$ cat src/rtl/arith_8_pkg.sv
// rtl/arith_8_pkg.sv - op codes, result struct and single-stage op evaluator
// Defining ARITH8_ACCUM_EN makes OP_ACC_ADD / OP_ACC_CLR legal.
package arith_8_pkg;

  localparam logic [2:0] OP_ADD     = 3'b000;
  localparam logic [2:0] OP_RSUB    = 3'b001;
  localparam logic [2:0] OP_INC     = 3'b010;
  localparam logic [2:0] OP_ACC_ADD = 3'b011;
  localparam logic [2:0] OP_ACC_CLR = 3'b100;
  localparam logic [2:0] OP_EQ      = 3'b101;
  localparam logic [2:0] OP_SHL     = 3'b110;
  localparam logic [2:0] OP_SHR     = 3'b111;

  typedef struct packed {
    logic       illegal;
    logic       cout;
    logic [7:0] result;
  } arith_8_res_t;

  function automatic arith_8_res_t arith_8_eval(input logic [2:0] op,
                                                input logic [7:0] a,
                                                input logic [7:0] b,
                                                input logic [7:0] acc);
    arith_8_res_t r;
    logic [8:0]   s;
    r = '0;
    s = '0;
    case (op)
      OP_ADD: begin
        s        = {1'b0, a} + {1'b0, b};
        r.result = s[7:0];
        r.cout   = s[8];
      end
      OP_RSUB: begin
        // bit 8 of the 9-bit difference is the borrow; cout reports its absence
        s        = {1'b0, b} - {1'b0, a};
        r.result = s[7:0];
        r.cout   = ~s[8];
      end
      OP_INC: begin
        s        = {1'b0, a} + 9'd1;
        r.result = s[7:0];
        r.cout   = s[8];
      end
      OP_EQ:  r.result = {7'd0, (a == b)};
      OP_SHL: begin
        r.result = {a[6:0], 1'b0};
        r.cout   = a[7];
      end
      OP_SHR: begin
        r.result = {1'b0, a[7:1]};
        r.cout   = a[0];
      end
`ifdef ARITH8_ACCUM_EN
      OP_ACC_ADD: begin
        s        = {1'b0, acc} + {1'b0, a};
        r.result = s[7:0];
        r.cout   = s[8];
      end
      OP_ACC_CLR: r.result = acc;
`endif
      default: r.illegal = 1'b1;
    endcase
    return r;
  endfunction

endpackage

$ cat src/rtl/arith_8_responder_if.sv
// rtl/arith_8_responder_if.sv - request/response channels plus completed-op counter
interface arith_8_responder_if #(parameter int CNT_W = 16);

  logic             req_valid;
  logic             req_ready;
  logic [7:0]       req_a;
  logic [7:0]       req_b;
  logic [2:0]       req_op;
  logic             rsp_valid;
  logic             rsp_ready;
  logic [7:0]       rsp_result;
  logic             rsp_cout;
  logic             rsp_illegal;
  logic [CNT_W-1:0] op_count;

  modport master (
    output req_valid, req_a, req_b, req_op, rsp_ready,
    input  req_ready, rsp_valid, rsp_result, rsp_cout, rsp_illegal, op_count
  );

  modport slave (
    input  req_valid, req_a, req_b, req_op, rsp_ready,
    output req_ready, rsp_valid, rsp_result, rsp_cout, rsp_illegal, op_count
  );

endinterface

$ cat src/rtl/arith_8_rsp_fifo.sv
// rtl/arith_8_rsp_fifo.sv - DEPTH x 10-bit synchronous FIFO with occupancy count
module arith_8_rsp_fifo #(
  parameter int DEPTH = 2
) (
  input  logic                       clk,
  input  logic                       rst_n,
  input  logic                       push_i,
  input  logic [9:0]                 wdata_i,
  input  logic                       pop_i,
  output logic [9:0]                 rdata_o,
  output logic [$clog2(DEPTH):0]     count_o,
  output logic                       empty_o
);

  localparam int AW = $clog2(DEPTH);

  logic [9:0]    mem_q [DEPTH];
  logic [AW-1:0] wr_q;
  logic [AW-1:0] rd_q;
  logic [AW:0]   cnt_q;
  logic          do_pop;

  assign empty_o = (cnt_q == '0);
  assign count_o = cnt_q;
  assign rdata_o = mem_q[rd_q];
  assign do_pop  = pop_i && !empty_o;

  // Storage needs no reset: the count and pointers define what is valid.
  always_ff @(posedge clk) begin
    if (push_i) mem_q[wr_q] <= wdata_i;
  end

  // DEPTH is a power of two, so pointers wrap by plain overflow.
  always_ff @(posedge clk or negedge rst_n) begin
    if (!rst_n) begin
      wr_q  <= '0;
      rd_q  <= '0;
      cnt_q <= '0;
    end else begin
      if (push_i) wr_q <= wr_q + 1'b1;
      if (do_pop) rd_q <= rd_q + 1'b1;
      case ({push_i, do_pop})
        2'b10:   cnt_q <= cnt_q + 1'b1;
        2'b01:   cnt_q <= cnt_q - 1'b1;
        default: cnt_q <= cnt_q;
      endcase
    end
  end

endmodule

$ cat src/rtl/arith_8_responder.sv
// rtl/arith_8_responder.sv - valid/ready arithmetic responder with response FIFO
// Optional accumulator ops enabled by defining ARITH8_ACCUM_EN.
module arith_8_responder
  import arith_8_pkg::*;
#(
  parameter int DEPTH = 2,
  parameter int CNT_W = 16
) (
  input  logic                clk,
  input  logic                rst_n,
  arith_8_responder_if.slave  bus
);

  localparam int CW = $clog2(DEPTH) + 1;
  localparam logic [CW-1:0] DEPTH_C = CW'(DEPTH);

  arith_8_res_t     res;
  arith_8_res_t     head;
  logic [CW-1:0]    count;
  logic             empty;
  logic             push;
  logic             pop;
  logic [7:0]       acc;
  logic [CNT_W-1:0] cnt_q;
  logic [CNT_W-1:0] cnt_d;

  // Ready depends on occupancy only, never on rsp_ready.
  assign bus.req_ready = (count < DEPTH_C);
  assign push          = bus.req_valid && bus.req_ready;
  assign pop           = bus.rsp_valid && bus.rsp_ready;

  assign res = arith_8_eval(bus.req_op, bus.req_a, bus.req_b, acc);

  arith_8_rsp_fifo #(.DEPTH(DEPTH)) u_fifo (
    .clk     (clk),
    .rst_n   (rst_n),
    .push_i  (push),
    .wdata_i (res),
    .pop_i   (pop),
    .rdata_o (head),
    .count_o (count),
    .empty_o (empty)
  );

  assign bus.rsp_valid   = !empty;
  assign bus.rsp_result  = empty ? 8'd0 : head.result;
  assign bus.rsp_cout    = empty ? 1'b0 : head.cout;
  assign bus.rsp_illegal = empty ? 1'b0 : head.illegal;

`ifdef ARITH8_ACCUM_EN
  logic [7:0] acc_q;
  logic [7:0] acc_d;

  // ACC moves at push time so chained ACC_ADDs work while responses stall.
  always_comb begin
    acc_d = acc_q;
    if (push && bus.req_op == OP_ACC_ADD) acc_d = res.result;
    if (push && bus.req_op == OP_ACC_CLR) acc_d = 8'd0;
  end

  always_ff @(posedge clk or negedge rst_n) begin
    if (!rst_n) acc_q <= 8'd0;
    else        acc_q <= acc_d;
  end

  assign acc = acc_q;
`else
  assign acc = 8'd0;
`endif

  always_comb begin
    cnt_d = cnt_q;
    if (pop && cnt_q != '1) cnt_d = cnt_q + 1'b1;
  end

  always_ff @(posedge clk or negedge rst_n) begin
    if (!rst_n) cnt_q <= '0;
    else        cnt_q <= cnt_d;
  end

  assign bus.op_count = cnt_q;

endmodule

$ cat src/flat_wrapper.sv
// flat-port wrapper written by rule: the top's interface ports become plain ports
module arith_8_responder_flat import arith_8_pkg::*;
#(
  parameter int DEPTH = 2,
  parameter int CNT_W = 16
)
  (clk, rst_n, bus_req_valid, bus_req_a, bus_req_b, bus_req_op, bus_rsp_ready, bus_req_ready, bus_rsp_valid, bus_rsp_result, bus_rsp_cout, bus_rsp_illegal, bus_op_count);
  arith_8_responder_if #(.CNT_W(CNT_W)) bus_i ();
  input  logic clk;
  input  logic rst_n;
  input wire logic [$bits(bus_i.req_valid)-1:0] bus_req_valid;
  input wire logic [$bits(bus_i.req_a)-1:0] bus_req_a;
  input wire logic [$bits(bus_i.req_b)-1:0] bus_req_b;
  input wire logic [$bits(bus_i.req_op)-1:0] bus_req_op;
  input wire logic [$bits(bus_i.rsp_ready)-1:0] bus_rsp_ready;
  output wire logic [$bits(bus_i.req_ready)-1:0] bus_req_ready;
  output wire logic [$bits(bus_i.rsp_valid)-1:0] bus_rsp_valid;
  output wire logic [$bits(bus_i.rsp_result)-1:0] bus_rsp_result;
  output wire logic [$bits(bus_i.rsp_cout)-1:0] bus_rsp_cout;
  output wire logic [$bits(bus_i.rsp_illegal)-1:0] bus_rsp_illegal;
  output wire logic [$bits(bus_i.op_count)-1:0] bus_op_count;
  assign bus_i.req_valid = bus_req_valid;
  assign bus_i.req_a = bus_req_a;
  assign bus_i.req_b = bus_req_b;
  assign bus_i.req_op = bus_req_op;
  assign bus_i.rsp_ready = bus_rsp_ready;
  assign bus_req_ready = bus_i.req_ready;
  assign bus_rsp_valid = bus_i.rsp_valid;
  assign bus_rsp_result = bus_i.rsp_result;
  assign bus_rsp_cout = bus_i.rsp_cout;
  assign bus_rsp_illegal = bus_i.rsp_illegal;
  assign bus_op_count = bus_i.op_count;
  arith_8_responder #(.DEPTH(DEPTH), .CNT_W(CNT_W)) u_core (.clk(clk), .rst_n(rst_n), .bus(bus_i));
endmodule
$ cat config.mk
export PLATFORM = sky130hd
export DESIGN_NAME = arith_8_responder_flat
export DESIGN_NICKNAME = d
export VERILOG_FILES = /design/src/rtl/arith_8_pkg.sv /design/src/rtl/arith_8_responder_if.sv /design/src/rtl/arith_8_rsp_fifo.sv /design/src/rtl/arith_8_responder.sv /design/src/flat_wrapper.sv
export SDC_FILE = /design/constraint.sdc
export NUM_CORES = 1
export LEC_CHECK = 0
export CORE_MARGIN = 5
export CORE_UTILIZATION = 30
export DETAILED_ROUTE_END_ITERATION = 16
export GPL_ROUTABILITY_DRIVEN = 0
export SYNTH_ARGS = -nofsm -noshare
export SYNTH_HDL_FRONTEND = slang
export SYNTH_SLANG_ARGS = --single-unit
$ cat constraint.sdc
create_clock -name clk -period 2.83 [get_ports clk]
set_input_delay 0.566 -clock clk [delete_from_list [all_inputs] [get_ports clk]]
set_output_delay 0.566 -clock clk [all_outputs]
set_load 0.02 [all_outputs]
# == After elaboration in Yosys (flattened, before gate mapping) ==
# Memories as Yosys holds them, arrays and structs flattened.
# Cells that the tools add are included.
# word_totals
input_bits,23
mem_bits_rw,20
regBits,20
n_memories,1
output_inout_bits,28
# memory_table
memory,depth,width,rd,rd_ports_with_merged_regs,wr,line,text
u_core.u_fifo.mem_q,2,10,1,0,1,arith_8_rsp_fifo.sv:17,logic [9:0] mem_q [DEPTH];
# op_classes
n_reduce_logical,9
bitwise,1
add_sub_neg,8
n_eq_ne,9
magnitude_cmp,1
n_mux,9
# op_table
op,count
one-hot mux 8 bit (6 select lines),1
"adder 16 x 1 -> 16 bit, second input constant",1
"inequality test 16 bit, second input constant",1
"adder 8 x 1 -> 9 bit, second input constant",1
adder 8 x 8 -> 9 bit,1
"equality test 3 bit, second input constant",3
subtractor 8 x 8 -> 9 bit,1
equality test 8 bit,1
2-to-1 mux 8 bit,1
OR reduction 6 bit,1
2-to-1 mux 1 bit,5
one-hot mux 1 bit (5 select lines),1
logical AND 1 bit,4
one-hot mux 2 bit (2 select lines),1
"equality test 3 x 1 -> 1 bit, second input constant",1
"equality test 3 x 2 -> 1 bit, second input constant",1
zero test 3 bit,1
"adder 1 bit, second input constant",2
"adder 2 x 1 -> 2 bit, second input constant",1
"equality test 2 x 1 -> 1 bit, second input constant",1
"equality test 2 bit, second input constant",1
zero test 2 bit,1
"< comparator 2 bit, second input constant",1
nonzero test 2 bit,1
3 further kinds,3

# == Logic depth before layout (Yosys ltp) ==
# Gate-level depths: netlist (run 1).
# logic_depth
ltp_word,6
ltp_mapped,8

# == Cells and area by module ==
# Synthesis (run 1) repeated with hierarchy kept, for this count alone.
# unflattened
hier_cells,307
area_unflattened_um2,2899.0
# by_module_without_submodules
mod,cells_each,instances,area_per_inst_um2,seq_area_each_um2
arith_8_responder,260,1,1991.9,400.4
arith_8_rsp_fifo,47,1,907.1,700.7

# == Worst setup path before layout (run 1) ==
# Ideal clock, no wire load.
# synth_timing
kind,input to register
from,input bus_req_b[0]
to,memory u_core.u_fifo.mem_q[0][6] (data pin)
required_time_ns,2.567
setup_time_ns,0.263
stages,8
setup_slack_ns,0.532
arrival_time_ns,2.035
cell_sequence,inv_1 -> ha_1 -> fa_1 -> nor2b_1 -> o31ai_1 -> a21o_1 -> o2111a_1 -> a211o_1
# synth_lines
element,line,text
start: declaration,flat_wrapper.sv:13,input wire logic [$bits(bus_i.req_b)-1:0] bus_req_b;
end: declaration,arith_8_rsp_fifo.sv:17,

==> results of run 1 <==
## worst max-delay path: cells and delay by family
family / cells / cell delay [ns]
adder cells (fa/ha/maj): 2 / 0.63
AND/OR/NAND/NOR: 1 / 0.18
AO/OA/AOI/OAI: 4 / 0.84
buffers and inverters: 2 / 0.53
## power breakdown
group          internal (mW)  switching [mW]  leakage [nW]
registers              0.757           0.135         0.434
logic                  0.550           0.571          1.10
clock network          0.173           0.186        0.0422
## through the flow
stage | setup TNS [ns] | std cells | instance area (µm²)
2_1_floorplan | 0 | 295 | 2830
3_3_place_gp | -0.236 | 475 | 3630
3_5_place_dp | -0.640 | 475 | 3630
4_1_cts | 0 | 483 | 3710
5_1_grt | 0 | 483 | 3710
6_report | 0 | 483 | 3710
## routing by layer
layer / vias to the layer above / share of wire / GRT usage
met5: - / 0 / 0
met4: 0 / 0.015 / 0.0393
met2: 78 / 0.46 / 0.189
met1: 1087 / 0.45 / 0.156
met3: 10 / 0.075 / 0.0295
li1: 1207 / - / -
## registers in the layout, indices dropped and copies added, names as in the netlist
name and count:
u_core.u_fifo.wr_q 1, u_core.u_fifo.count_o 2, u_core.u_fifo.rd_q 1, u_core.bus.op_count 16
u_core.u_fifo.mem_q 20
## Yosys cell counts (all sizes together), types with 2 or more instances
| library cell | n |
|---|---|
| a211o | 2 |
| a211oi | 3 |
| a21oi | 12 |
| a22o | 2 |
| a31o | 2 |
| a31oi | 3 |
| and3 | 2 |
| buf | 5 |
| clkbuf | 4 |
| dfrtp | 20 |
| edfxtp | 20 |
| fa | 2 |
| ha | 19 |
| inv | 22 |
| mux2i | 16 |
| nand2 | 19 |
| nand2b | 4 |
| nand3 | 10 |
| nand3b | 2 |
| nand4 | 6 |
| nor2 | 36 |
| nor2b | 4 |
| nor3 | 9 |
| nor4 | 2 |
| o211a | 3 |
| o21a | 3 |
| o21ai | 11 |
| o21bai | 2 |
| o22ai | 4 |
| o31a | 2 |
| o31ai | 3 |
| or2 | 3 |
| or3 | 4 |
| xnor2 | 21 |
| xor2 | 4 |
## worst max path at each step
stage,start,end,slack (ns),cells after the start
4_1_cts,bus_req_a[0],u_core.u_fifo.mem_q[0][6]$_DFFE_PP_,0.15,9
3_3_place_gp,bus_req_b[0],u_core.u_fifo.mem_q[1][6]$_DFFE_PP_,-0.08,9
2_1_floorplan,bus_req_b[0],u_core.u_fifo.mem_q[0][6]$_DFFE_PP_,0.53,8
3_5_place_dp,bus_req_b[0],u_core.u_fifo.mem_q[0][6]$_DFFE_PP_,-0.16,9
6_report,bus_req_b[0],u_core.u_fifo.mem_q[1][6]$_DFFE_PP_,0.12,9
5_1_grt,bus_req_a[0],u_core.u_fifo.mem_q[1][6]$_DFFE_PP_,0.01,9
## layout make-up
class / instances / area (µm²) / share of cell area
multi-input combinational: 224 / 1600 / 0.430
tap: 111 / 139 / 0.0374
clock inverter: 1 / 5.00 / 0.00135
sequential: 40 / 1100 / 0.297
clock buffer: 7 / 76.3 / 0.0206
inverter: 22 / 82.6 / 0.0223
timing repair buffer: 78 / 711 / 0.192
## logic make-up after synthesis
kind of cell	count (synthesis)
simple gates	101
compound gates	60
flops	40
buf+inv	31
xor+xnor	25
fa+ha+maj	21
mux	17
==> flow_summary.yaml, run 1 <==
clock_network:
  cts_tree: "yes"
  numCtsBuffers: 5
  clock_latency_ns: 0.29
  clock_sinks: 40
  post_cts_buffers: 0
  clk_pin_slew_ns: 0.08
  cts_max_level: 2
  cts_root_buf: "clkbuf_8"
  cts_resized: 0
  cts_buffer_depth: 2
  cts_hold_buffers: 0
placement:
  dpl_worst_slack_ns: -0.159
  portBuffers: 50
  dp_hpwl_um: 5360
min_path:
  worstHoldStart: "u_core.u_fifo.wr_q$_DFFE_PN0P_"
  min_to: "u_core.u_fifo.wr_q$_DFFE_PN0P_"
  hold_depth: 1
  hold_class: "flop to flop"
route:
  ant_nets: 0
  drc: 0
  drtPass1Iterations: 4
  vias: 2382
  viasPerCell: 4.93
  drtIter0Drc: 77
  routedWlPerCell_um: 13.6
  routed_wl_um: 6550
floorplanning:
  ios: 51
  initial_utilization: 0.307
  die_x_um: 107
  coreArea_mm2: 0.00920
  die-area_mm2: 0.0115
  die_h_um: 107
  row_count: 35
global_routing:
  globalRouteTotalUtil: 0.119
  grt-ovfl-total: 0
  grt_pass1_wl_um: 11300
  antenna_found_initial: 0
  grt_pass1_vias: 2412
  grt_max_degree: 21
synth:
  synthXorXnorAreaFrac: 0.0775
  synth.top_cell.area_share: 0.213
  synth_cells: 295
  yosys.cell_types.count: 54
  synth_compound_area_frac: 0.154
  yosys.area_share.simple: 0.175
  ys_top_cells_by_area: "edfxtp_1 21%, dfrtp_1 18%, ha_1 8.4%, xnor2_1 6.5%, mux2i_1 5.7%"
  seq_area_frac_synth: 0.390
  yosysTopAreaCell: "edfxtp_1"
  syn-num-nets: 339
  synthFlopType: "edfxtp_1"
  synth.area.mux_share: 0.0607
  async_reset_ff_frac: 0.500
  synth_edf_count: 20
  ys_seq_elements: 40
  synth_top_family_by_area: "simple AND/OR/NAND/NOR gates"
  synth-adder-area-share: 0.0983
  synth_warnings: 0
  syn_avg_cell_area_um2: 9.58
  syn_area_mm2: 0.00283
setup_path:
  cp-end-kind: "flop"
  worstPathMaxFanout: 3
  cp-start-kind: "input port"
  timing.rr.end: "u_core.bus.op_count[1]$_DFFE_PN0P_"
  crit_slowest_cell: "clkdlybuf4s50_1"
  crit_required_ns: 2.87
  worstReg2RegStart: "u_core.bus.op_count[0]$_DFFE_PN0P_"
  slowest_delay_ns: 0.48
  path_cells: "clkdlybuf4s50_1 -> inv_1 -> ha_1 -> fa_1 -> nor2b_1 -> o31ai_1 -> a21o_1 -> o2111a_1 -> a211o_1"
  reg2reg_slack_ns: 1.08
  rr_worst_depth: 5
  worst-endpoint-arrival_ns: 2.75
  path_class: "input port to flop"
final_layout:
  layout-drive-gt1-share: 0.124
  final_common_cell: "clkdlybuf4s50_1"
  fill_cells: 924
  fin_nets: 415
  syn_to_final_growth_pct: 31.4
  layout_common_cells: "50 x clkdlybuf4s50_1, 36 x nor2_1, 28 x buf_4"
  final_util: 0.404
  diodes: 0
power_and_ir_drop:
  power-per-cell-area_mw_per_mm2: 639
  total_power_mw: 2.37
  power.leakage_nw: 1.58
  irDropWorstVdd_mv: 0.282
timing:
  setup_violations: 0
  setup_slack_ns: 0.118
  slew_headroom: 0.608
  period_minus_slack_ns: 2.71
  rsz0062_at_grt: "false"
  drv_slew: 0
  hold_viol: 0
  fin_hold_ws_ns: 0.498
  max_freq_mhz: 369
  max_slew.worst_pin.slew_ns: 0.588
  finalCritPeriodShare: 0.958
  skew_ns: 0.00633
run_status:
  status: "completed"
flow_run:
  cap_violations: 0
(Power assumes the default switching activity.)
==> inputs of run 2 (changes only) <==
MAX_ROUTING_LAYER = met4   (was not set)
==> run 2 against run 1 <==
Register-to-register slack hardly changed. Clock skew hardly changed. Clock power hardly changed. Global-route usage is 0.32 points higher. Count of clock-buffer cells in the layout stayed put. Sequential share of layout area stayed put. Critical path depth stayed put. Die area stayed put. Via count stayed put. Utilization stayed put. Combinational power hardly changed. Non-clock buffer count stayed put. Largest cell class unchanged.
==> flow_summary.yaml, run 2 (synthesized netlist as in run 1, its figures left out) <==
run_status:
  status: "completed"
final_layout:
  largest_register_ffs: 20
  layout_common_cells: "50 x clkdlybuf4s50_1, 36 x nor2_1, 28 x buf_4"
  layout-drive-gt1-share: 0.124
  diodes: 0
  regMostFlops: "u_core.u_fifo.mem_q"
  fill_cells: 924
  syn_to_final_growth_pct: 31.4
  fin_area_mm2: 0.00371
  regArea_mm2: 0.00110
  final_util: 0.404
  multi_input_area_mm2: 0.00160
  final_common_cell: "clkdlybuf4s50_1"
  fin_nets: 415
power_and_ir_drop:
  internal-power_mw: 1.48
  irDropWorstVdd_mv: 0.282
  pwr-share-seq: 0.376
  switching_share: 0.376
  switchingPower_uw: 892
  power.leakage_nw: 1.58
  power-per-cell-area_mw_per_mm2: 639
  power_frac_comb: 0.473
  pwr-share-clk: 0.151
clock_network:
  cts_root_buf: "clkbuf_8"
  cts_buffer_depth: 2
  post_cts_buffers: 0
  numCtsBuffers: 5
  cts_tree: "yes"
  clk_pin_slew_ns: 0.08
  clock_sinks: 40
  cts_max_level: 2
  cts_hold_buffers: 0
  clock_latency_ns: 0.29
  cts_resized: 0
floorplanning:
  die_h_um: 107
  initial_utilization: 0.307
  coreArea_mm2: 0.00920
  row_count: 35
  ios: 51
  die_x_um: 107
  die-area_mm2: 0.0115
setup_path:
  slowest_delay_ns: 0.48
  cp-end-kind: "flop"
  crit_required_ns: 2.87
  worstPathMaxFanout: 3
  cp-start-kind: "input port"
  cp_top_family: "compound AO/OA/AOI/OAI gates"
  crit_slowest_cell: "clkdlybuf4s50_1"
  worst-endpoint-arrival_ns: 2.75
  path_cells: "clkdlybuf4s50_1 -> inv_1 -> ha_1 -> fa_1 -> nor2b_1 -> o31ai_1 -> a21o_1 -> o2111a_1 -> a211o_1"
  reg2reg_slack_ns: 1.08
  path_class: "input port to flop"
  path_buf_inv: 2
timing:
  setup_violations: 0
  max_slew.worst_pin.slew_ns: 0.588
  drv_slew: 0
  finalCritPeriodShare: 0.958
  slew_headroom: 0.608
  period_minus_slack_ns: 2.71
  fin_tns_setup_ns: 0
  rsz0062_at_grt: "false"
  max_freq_mhz: 369
  skew_ns: 0.00633
  hold_viol: 0
route:
  viasPerCell: 4.93
  routedWlPerCell_um: 13.6
  routed_wl_um: 6550
  drtPass1Iterations: 4
  vias: 2382
  drc: 0
  ant_nets: 0
  drtIter0Drc: 77
global_routing:
  grt_pass1_wl_um: 11300
  grt-ovfl-total: 0
  globalRouteTotalUtil: 0.122
  grt_pass1_vias: 2412
  grt_max_degree: 21
  antenna_found_initial: 0
placement:
  dp_hpwl_um: 5360
  portBuffers: 50
  placed_cell_area_mm2: 0.00363
flow_run:
  cap_violations: 0
min_path:
  hold_class: "flop to flop"
[run 2: cell counts in the layout (fill, tap and decap cells not counted)]
No cell type changed its count.
[run 2: metal layers]
metal  track usage  routed length [µm]
met5             -                   0
met1         0.158                3000
met2         0.189                3010
met4        0.0393                  95
met3        0.0265                 438
[run 2: power groups by stage]
| stage | Sequential, mW | Combinational (mW) | Clock (mW) |
|---|---|---|---|
| after floorplan | 0.906 | 0.632 | 0 |
| after global placement | 0.902 | 1.12 | 0 |
| after detailed placement | 0.907 | 1.13 | 0 |
| after CTS | 0.895 | 1.14 | 0.374 |
| after global routing | 0.916 | 1.22 | 0.398 |
| final | 0.892 | 1.12 | 0.359 |
[run 2: path summary, 6_finish.rpt]
| kind | startpoint | to | cells past startpoint |
|---|---|---|---|
| max | bus_req_b[0] | u_core.u_fifo.mem_q[1][6]$_DFFE_PP_ | 9 |
| min in group asynchronous | rst_n | u_core.u_fifo.count_o[0]$_DFFE_PN0P_ | 2 |
| min | u_core.u_fifo.wr_q$_DFFE_PN0P_ | u_core.u_fifo.wr_q$_DFFE_PN0P_ | 1 |
| max reg2reg | u_core.bus.op_count[0]$_DFFE_PN0P_ | u_core.bus.op_count[1]$_DFFE_PN0P_ | 5 |
| min reg2reg | u_core.u_fifo.wr_q$_DFFE_PN0P_ | u_core.u_fifo.wr_q$_DFFE_PN0P_ | 1 |
| max in group asynchronous | rst_n | u_core.bus.op_count[0]$_DFFE_PN0P_ | 2 |
[run 2: area by class of cell]
class                   count  area share
multi-input cells         224       0.430
flip-flops and latches     40       0.297
repair buffers             78       0.192
well taps                 111      0.0374
inverters                  22      0.0223
clock buffers               7      0.0206
clock inverters             1     0.00135
[run 2: worst register-to-register path, stage by stage, from the launching register on]
cell	delay [ns]
dfrtp_1	0.43
ha_1	0.28
nand2_1	0.13
nor2_1	0.07
a21oi_1	0.35
mux2_2	0.38
[run 2: metrics by stage]
stage	worst slack, ns	hold WS, ns	total power, mW	std cells
after floorplan	0.532	0.270	1.54	295
after global placement	-0.0763	0.479	2.03	475
after detailed placement	-0.159	0.484	2.04	475
after CTS	0.148	0.500	2.41	483
after global routing	0.0132	0.520	2.53	483
final	0.118	0.498	2.37	483
==> inputs of run 3 (changes only) <==
--- a/config.mk
+++ b/config.mk
@@ -6,9 +6,10 @@
 export NUM_CORES = 1
 export LEC_CHECK = 0
-export CORE_MARGIN = 5
+export CORE_MARGIN = 2
 export CORE_UTILIZATION = 30
 export DETAILED_ROUTE_END_ITERATION = 16
 export GPL_ROUTABILITY_DRIVEN = 0
 export MAX_ROUTING_LAYER = met4
+export SLEW_MARGIN = 20
 export SYNTH_ARGS = -nofsm -noshare
 export SYNTH_HDL_FRONTEND = slang
==> constraint.sdc (replaced) <==
create_clock -name clk -period 2.83 [get_ports clk]
set_input_delay 0.566 -clock clk [delete_from_list [all_inputs] [get_ports clk]]
set_output_delay 0.566 -clock clk [all_outputs]
set_load 0.005 [all_outputs]
==> run 3 against run 2 <==
Clock skew fell by 0.00080 ns. Critical path depth did not move. Flip-flop and latch count did not move. Routed wire length rose by 0.52%. Final cell count did not move. Cell area rose by 0.44%. Die area fell by 11%. Clock power rose by 1%. Hold slack improved by 0.0020 ns. Critical endpoint unchanged. Highest routed layer unchanged.
==> flow_summary.yaml, run 3 (synthesized netlist as in run 1, its figures left out) <==
final_layout:
  final_common_cell: "clkdlybuf4s50_1"
  largest_register_ffs: 20
  layout_common_cells: "50 x clkdlybuf4s50_1, 36 x nor2_1, 28 x buf_4"
  layout.cells.non_filler: 483
  multi_input_area_mm2: 0.00161
  layout-drive-gt1-share: 0.132
  syn_to_final_growth_pct: 31.9
  final_util: 0.405
  regArea_mm2: 0.00110
  diodes: 0
  regMostFlops: "u_core.u_fifo.mem_q"
  fin_nets: 415
  fill_cells: 939
timing:
  setup_slack_ns: 0.168
  rsz0062_at_grt: "false"
  hold_viol: 0
  slew_headroom: 0.625
  period_minus_slack_ns: 2.66
  drv_slew: 0
  max_slew.worst_pin.slew_ns: 0.562
  setup_violations: 0
  skew_ns: 0.00553
  max_freq_mhz: 376
  finalCritPeriodShare: 0.941
min_path:
  hold_class: "flop to flop"
  worstHoldStart: "u_core.u_fifo.wr_q$_DFFE_PN0P_"
setup_path:
  worstReg2RegStart: "u_core.bus.op_count[0]$_DFFE_PN0P_"
  crit_slowest_cell: "clkdlybuf4s50_1"
  worstPathMaxFanout: 4
  cp-end-kind: "flop"
  path_buf_inv: 2
  cp_top_family: "compound AO/OA/AOI/OAI gates"
  cp-start-kind: "input port"
  slowest_delay_ns: 0.55
  worst-endpoint-arrival_ns: 2.70
  crit_required_ns: 2.87
  critPathLaunch: "bus_req_a[0]"
  path_class: "input port to flop"
  path_cells: "clkdlybuf4s50_1 -> ha_1 -> inv_1 -> fa_1 -> o21bai_2 -> a211oi_2 -> o211ai_1 -> o21ai_0 -> a211o_1"
clock_network:
  cts_resized: 0
  clock_latency_ns: 0.29
  clock_sinks: 40
  numCtsBuffers: 5
  cts_hold_buffers: 0
  cts_root_buf: "clkbuf_8"
  post_cts_buffers: 0
  cts_max_level: 2
  cts_tree: "yes"
  clk_pin_slew_ns: 0.08
  cts_buffer_depth: 2
floorplanning:
  die-area_mm2: 0.0102
  die_x_um: 101
  initial_utilization: 0.307
  ios: 51
  row_count: 35
  die_h_um: 101
  coreArea_mm2: 0.00920
route:
  routedWlPerCell_um: 13.6
  viasPerCell: 5.00
  drtPass1Iterations: 4
  drtIter0Drc: 115
  drc: 0
  ant_nets: 0
  vias: 2415
  routed_wl_um: 6580
global_routing:
  grt_max_degree: 21
  grt_pass1_wl_um: 11000
  globalRouteTotalUtil: 0.137
  grt_pass1_vias: 2403
  antenna_found_initial: 0
  grt-ovfl-total: 0
power_and_ir_drop:
  power.leakage_nw: 1.58
  irDropWorstVdd_mv: 0.219
  power-per-cell-area_mw_per_mm2: 592
  total_power_mw: 2.21
placement:
  dp_cells: 475
  portBuffers: 50
  dpl_worst_slack_ns: -0.160
  dp_hpwl_um: 5340
run_status:
  status: "completed"
flow_run:
  cap_violations: 0
[run 3: metal layers]
metal  GRT usage  share of wire
met5           -              0
met4      0.0385          0.012
met2       0.234           0.47
met1       0.168           0.45
met3      0.0222          0.061
[run 3: power by group]
group	total, mW	switching (mW)	leakage (nW)	internal, mW
clock network	0.363	0.192	0.0388	0.171
registers	0.890	0.133	0.434	0.757
logic	0.955	0.408	1.11	0.547
[run 3: metrics by stage]
stage / cell area [µm²] / TNS [ns] / hold WS (ns)
after floorplan: 2830 / 0 / 0.270
after global placement: 3630 / -0.258 / 0.480
after detailed placement: 3630 / -0.759 / 0.492
after CTS: 3710 / 0 / 0.503
after global routing: 3730 / 0 / 0.509
final: 3730 / 0 / 0.500
[run 3: layout make-up]
cell class              count  share of cell area
multi-input cells         224               0.432
clock buffers               6              0.0195
flip-flops and latches     40               0.295
clock inverters             2             0.00302
well taps                 111              0.0373
inverters                  22              0.0222
repair buffers             78               0.191
[run 3: final timing paths]
kind / endpoint / slack [ns] / depth (start not counted)
setup / recovery: u_core.u_fifo.mem_q[1][6]$_DFFE_PP_ / 0.17 / 9
hold reg to reg: u_core.u_fifo.wr_q$_DFFE_PN0P_ / 0.50 / 1
min in group asynchronous: u_core.bus.op_count[15]$_DFFE_PN0P_ / 0.60 / 2
max in group asynchronous: u_core.bus.op_count[12]$_DFFE_PN0P_ / 2.02 / 2
hold / removal: u_core.u_fifo.wr_q$_DFFE_PN0P_ / 0.50 / 1
setup reg to reg: u_core.bus.op_count[1]$_DFFE_PN0P_ / 1.10 / 5
